### src/rtl/fetch_unit.sv
// Instruction-fetch responder: one outstanding imem request, {pc, instr} FIFO toward decode.
// Optional FETCH_PERF_CNT_EN adds the perf_stall_cnt output (cycles with stall_f=1).
module fetch_unit #(
  parameter int          DEPTH = 2,
  parameter logic [31:0] NOP   = 32'h00000013
) (
  input  logic        clk,
  input  logic        reset,
  input  logic [31:0] pc_in,
  output logic        stall_f,
  input  logic        flush,
  input  logic        stall_d,
  output logic        imem_req,
  output logic [31:0] imem_addr,
  input  logic        imem_rvalid,
  input  logic [31:0] imem_rdata,
  output logic        valid_d,
  output logic [31:0] pc_d,
`ifdef FETCH_PERF_CNT_EN
  output logic [31:0] perf_stall_cnt,
`endif
  output logic [31:0] instr_d
);

  localparam int CW = $clog2(DEPTH) + 1;
  localparam int AW = $clog2(DEPTH);
  localparam logic [CW:0]   DEPTH_C = (CW+1)'(DEPTH);
  localparam logic [CW-1:0] LAST_C  = CW'(DEPTH - 1);

  typedef enum logic [1:0] {IDLE, WAIT, DROP} state_t;

  state_t        state_q, state_d;
  logic [CW-1:0] count_q, count_d;
  logic [CW-1:0] wr_ptr_q, wr_ptr_d;
  logic [CW-1:0] rd_ptr_q, rd_ptr_d;
  logic [31:0]   addr_q;
  logic [31:0]   pc_mem_q    [DEPTH];
  logic [31:0]   instr_mem_q [DEPTH];
  logic          push, pop, issue;

  assign valid_d = (count_q != '0);
  assign pc_d    = valid_d ? pc_mem_q[rd_ptr_q[AW-1:0]]    : '0;
  assign instr_d = valid_d ? instr_mem_q[rd_ptr_q[AW-1:0]] : NOP;

  always_comb begin
    state_d   = state_q;
    count_d   = count_q;
    wr_ptr_d  = wr_ptr_q;
    rd_ptr_d  = rd_ptr_q;
    push      = (state_q == WAIT) && imem_rvalid && !flush;
    pop       = valid_d && !stall_d && !flush;
    // Room check ignores a same-cycle pop, so a pending response always fits.
    issue     = !reset && !flush &&
                ((state_q == IDLE) || (state_q != IDLE && imem_rvalid)) &&
                (({1'b0, count_q} + {{CW{1'b0}}, push}) < DEPTH_C);
    imem_req  = issue;
    imem_addr = issue ? pc_in : '0;
    stall_f   = reset ? 1'b1 : (flush ? 1'b0 : !issue);

    unique case (state_q)
      IDLE: if (issue) state_d = WAIT;
      WAIT: begin
        if (flush)            state_d = imem_rvalid ? IDLE : DROP;
        else if (imem_rvalid) state_d = issue ? WAIT : IDLE;
      end
      DROP: if (imem_rvalid) state_d = issue ? WAIT : IDLE;
      default: state_d = IDLE;
    endcase

    if (flush) begin
      count_d  = '0;
      wr_ptr_d = '0;
      rd_ptr_d = '0;
    end else begin
      if (push) wr_ptr_d = (wr_ptr_q == LAST_C) ? '0 : wr_ptr_q + 1'b1;
      if (pop)  rd_ptr_d = (rd_ptr_q == LAST_C) ? '0 : rd_ptr_q + 1'b1;
      count_d = count_q + CW'(push) - CW'(pop);
    end
  end

  always_ff @(posedge clk or posedge reset) begin
    if (reset) begin
      state_q  <= IDLE;
      count_q  <= '0;
      wr_ptr_q <= '0;
      rd_ptr_q <= '0;
    end else begin
      state_q  <= state_d;
      count_q  <= count_d;
      wr_ptr_q <= wr_ptr_d;
      rd_ptr_q <= rd_ptr_d;
    end
  end

  // Datapath storage carries no reset; valid_d/count gate its visibility.
  always_ff @(posedge clk) begin
    if (issue) addr_q <= pc_in;
    if (push) begin
      pc_mem_q[wr_ptr_q[AW-1:0]]    <= addr_q;
      instr_mem_q[wr_ptr_q[AW-1:0]] <= imem_rdata;
    end
  end

`ifdef FETCH_PERF_CNT_EN
  logic [31:0] perf_q;

  always_ff @(posedge clk or posedge reset) begin
    if (reset)        perf_q <= '0;
    else if (stall_f) perf_q <= perf_q + 32'd1;
  end

  assign perf_stall_cnt = perf_q;
`endif

endmodule

### config.mk
export PLATFORM = sky130hd
export DESIGN_NAME = fetch_unit
export DESIGN_NICKNAME = d
export VERILOG_FILES = /design/src/rtl/fetch_unit.sv
export SDC_FILE = /design/constraint.sdc
export NUM_CORES = 1
export LEC_CHECK = 0
export ABC_AREA = 1
export BUFFER_PORTS_ARGS = -buffer_cell sky130_fd_sc_hd__clkbuf_2
export CORE_MARGIN = 5
export CORE_UTILIZATION = 47
export CTS_CLUSTER_SIZE = 8
export DETAILED_ROUTE_END_ITERATION = 10
export GPL_ROUTABILITY_DRIVEN = 0
export MAX_ROUTING_LAYER = met4
export PLACE_DENSITY = 0.78
export SLEW_MARGIN = 20
export SYNTH_ARGS = -nofsm -noshare
export SYNTH_HDL_FRONTEND = slang
export SYNTH_SLANG_ARGS = --single-unit
### constraint.sdc
create_clock -name clk -period 3.69 [get_ports clk]
set_input_delay 0.9225 -clock clk [delete_from_list [all_inputs] [get_ports clk]]
set_output_delay 0.9225 -clock clk [all_outputs]
set_load 0.005 [all_outputs]
==> key figures <==
Layout
  • Layout Nets: 737
  • Area delta synth->final: 23.8%
  • Most frequent cells in the layout: clkbuf_2, edfxtp_1, nand2_1
  • Antenna cells: 0
  • Final Util: 59.9%
  • Layout cell share with drive strength beyond 1: 35.0%
  • Commonest non-fill, non-tap cell in the layout: clkbuf_2
  • Fill cells: 1063
  • Non-Filler Instances: 851

Clock tree
  • CTS tree: yes
  • Clk sinks: 166
  • Clock transition at path regs: 0.06 ns
  • Post-CTS resize count: 0
  • Setup repair bufs after CTS: 0
  • Root Buffer: clkbuf_16
  • CTS buffer count: 17
  • H-tree Lvls: 4
  • CTS Hold Bufs: 0
  • Clock latency on the worst-skew pair: 0.41 ns
  • CTS Buffer Depth: 2

Pwr
  • Combinational power share: 16.4%
  • Peak VDD IR: 0.303 mV
  • Switch share: 25.3%
  • Pint: 3.44 mW
  • Clock Power Share: 34.4%
  • Design Power: 4.60 mW
  • P_leak: 3.31 nW
  • Sequential share of power: 49.2%
  • Pwr dens: 576 mW/mm^2
  • Net Switching: 1.17 mW

Logic synthesis
  • Seq/Total Area, Yosys: 76.7%
  • Post-synth cell types: 23
  • Yosys reg bits: 166
  • Mapped Nets: 566
  • Top-area cell type share of the netlist area: 74.4%
  • Synth top area cells: edfxtp_1, nand2_1, a21oi_1
  • Synthesized area: 0.00646 mm^2
  • Synthesized instance count: 495
  • Biggest area consumer among synthesized cells: edfxtp_1
  • Mean Syn Cell Area: 13.0 um^2
  • Yosys warns: 0

Worst setup path
  • R2R Setup Slk: 1.62 ns
  • Critical path's top delay family: buffers and inverters
  • CP Capture Point: imem_addr[25]
  • Slowest CP cell: buf_4
  • FF-to-FF End: pc_mem_q[0][28]
  • Worst path cell trace: clkbuf_2 -> inv_1 -> nand3b_1 -> nor2_2 -> nand2_2 -> buf_4 -> nor2_2 -> clkbuf_2
  • Worst Path Arrival: 2.27 ns
  • Critical Path Start: reset
  • Critical path required time: 2.77 ns
  • CP endpoint kind: output port
  • Critical Path Fanout Max: 32
  • Worst path depth: 8
  • Reg-to-Reg Start: state_q[0]
  • R2R cell count: 7
  • Max incr delay on CP: 0.29 ns
  • Buffers and inverters on the worst path: 4
  • Setup crit start kind: input pin
  • Critical path class: in -> out

Min path
  • Worst Hold Class: in -> async

GRT
  • GRT Util Overall: 17.3%
  • Initial antenna violation count: 0
  • Total grt overflow: 0
  • Largest net degree at the start of global routing: 67
  • First-pass GRT wire length: 21000 um
  • Vias in the first global route: 4196

STA
  • Max-slew headroom: 53.4%
  • Final setup fails: 0
  • RSZ-0062 raised after global routing: no
  • Slew Viols, Final: 0
  • Fin crit share: 86.6%
  • Final count of hold timing violations: 0
  • Clk_skew: 0.0128 ns
  • Tmin final: 3.19 ns
  • Fmax achieved: 313 MHz
  • TNS Setup: 0 ns
  • Worst slew pin tran: 0.698 ns

Drt
  • DR WL/cell: 15.5 um
  • DR iter-0 viols: 216
  • Antenna-violating nets left: 0
  • Residual DRC: 0
  • Vias/cell: 4.94
  • Final wirelength: 13200 um
  • Vias: 4205
  • First-pass DRT Iterations: 5

Place
  • Placed insts: 823
  • DP HPWL: 8840 um
  • Port-buffer cells: 167

Floorplanning
  • Die area: 0.0162 mm^2
  • Core Area: 0.0133 mm^2
  • Site row count: 42
  • Initial Util: 48.4%
  • Die width: 127 um
  • Die height: 127 um
  • # IOs: 168

Status
  • Outcome: complete, no violations

Run
  • Max_cap viols: 0
per-layer routing:
metal | up-vias | share of wire, % | track usage, %
li1 | 2015 | - | -
met2 | 181 | 52 | 29.5
met1 | 1990 | 40 | 20.1
met5 | - | 0 | -
met4 | 0 | 1.7 | 6.25
met3 | 19 | 7.0 | 4.01
power groups by stage:
stage                     Clock, mW  Combinational (mW)  Sequential (mW)
after floorplan                   0               0.436             2.29
after global placement            0               0.742             2.29
after detailed placement          0               0.771             2.30
after CTS                      1.61               0.775             2.27
after global routing           1.72               0.849             2.28
final                          1.58               0.756             2.27
worst register-to-register path: cells and delay by family, from the launching register on:
| kind | cells | cell delay, ns |
|---|---|---|
| buffers and inverters | 3 | 0.93 |
| DFF | 1 | 0.43 |
| and+or+nand+nor | 4 | 0.39 |
through the flow:
| step | hold WS [ns] | setup WS, ns | cell area, um^2 |
|---|---|---|---|
| 4_1_cts | 0.407 | 0.512 | 7990 |
| 5_1_grt | 0.426 | 0.409 | 7990 |
| 3_3_place_gp | 0.423 | 0.655 | 7470 |
| 2_1_floorplan | 0.421 | 0.451 | 6460 |
| 6_report | 0.423 | 0.496 | 7990 |
| 3_5_place_dp | 0.429 | 0.514 | 7470 |
final cells by class:
class / instances / area [um^2] / share of cell area, %
Sequential cell: 166 / 4960 / 62.0
Multi-Input combinational cell: 260 / 1210 / 15.2
Tap cell: 176 / 220 / 2.75
Clock buffer: 19 / 433 / 5.42
Clock inverter: 9 / 88.8 / 1.11
Timing Repair Buffer: 176 / 916 / 11.5
Inverter: 45 / 169 / 2.11
cell usage after synthesis, drive strengths merged:
| cell | count |
|---|---|
| edfxtp | 160 |
| nand2 | 135 |
| a21oi | 64 |
| inv | 45 |
| nor2 | 45 |
| buf | 14 |
| clkbuf | 10 |
| dfrtp | 6 |
| o21ai | 5 |
| nand3 | 3 |
| ha | 2 |
| nand3b | 1 |
| nand4 | 1 |
| o21bai | 1 |
| or2 | 1 |
| xnor2 | 1 |
| xor2 | 1 |
cell families (layout without fill, tap and decap cells):
kind of cell,count (synthesis),count (layout),share of synthesized area [%]
AND/OR/NAND/NOR,186,186,12.5
XOR/XNOR,2,2,0.271
flip-flops,166,166,76.7
AO/OA/AOI/OAI,70,70,5.47
adder cells (fa/ha/maj),2,2,0.388
buffers and inverters,69,249,4.61
how the worst min path moves through the flow:
stage | startpoint | end | depth (start not counted)
after floorplan | addr_q[0] | pc_mem_q[0][0] | 0
after global placement | addr_q[2] | pc_mem_q[0][2] | 0
after detailed placement | addr_q[10] | pc_mem_q[0][10] | 0
after CTS | reset | count_q[1] | 2
after global routing | reset | count_q[1] | 2
final | reset | count_q[0] | 2
state kept, by name, summed over array words and instances, names as in the netlist:
| register | cells |
|---|---|
| count_q | 2 |
| wr_ptr_q | 1 |
| pc_mem_q | 64 |
| state_q | 2 |
| instr_mem_q | 64 |
| rd_ptr_q | 1 |
| addr_q | 32 |
No activity file was read; power rests on OpenSTA's default activity.
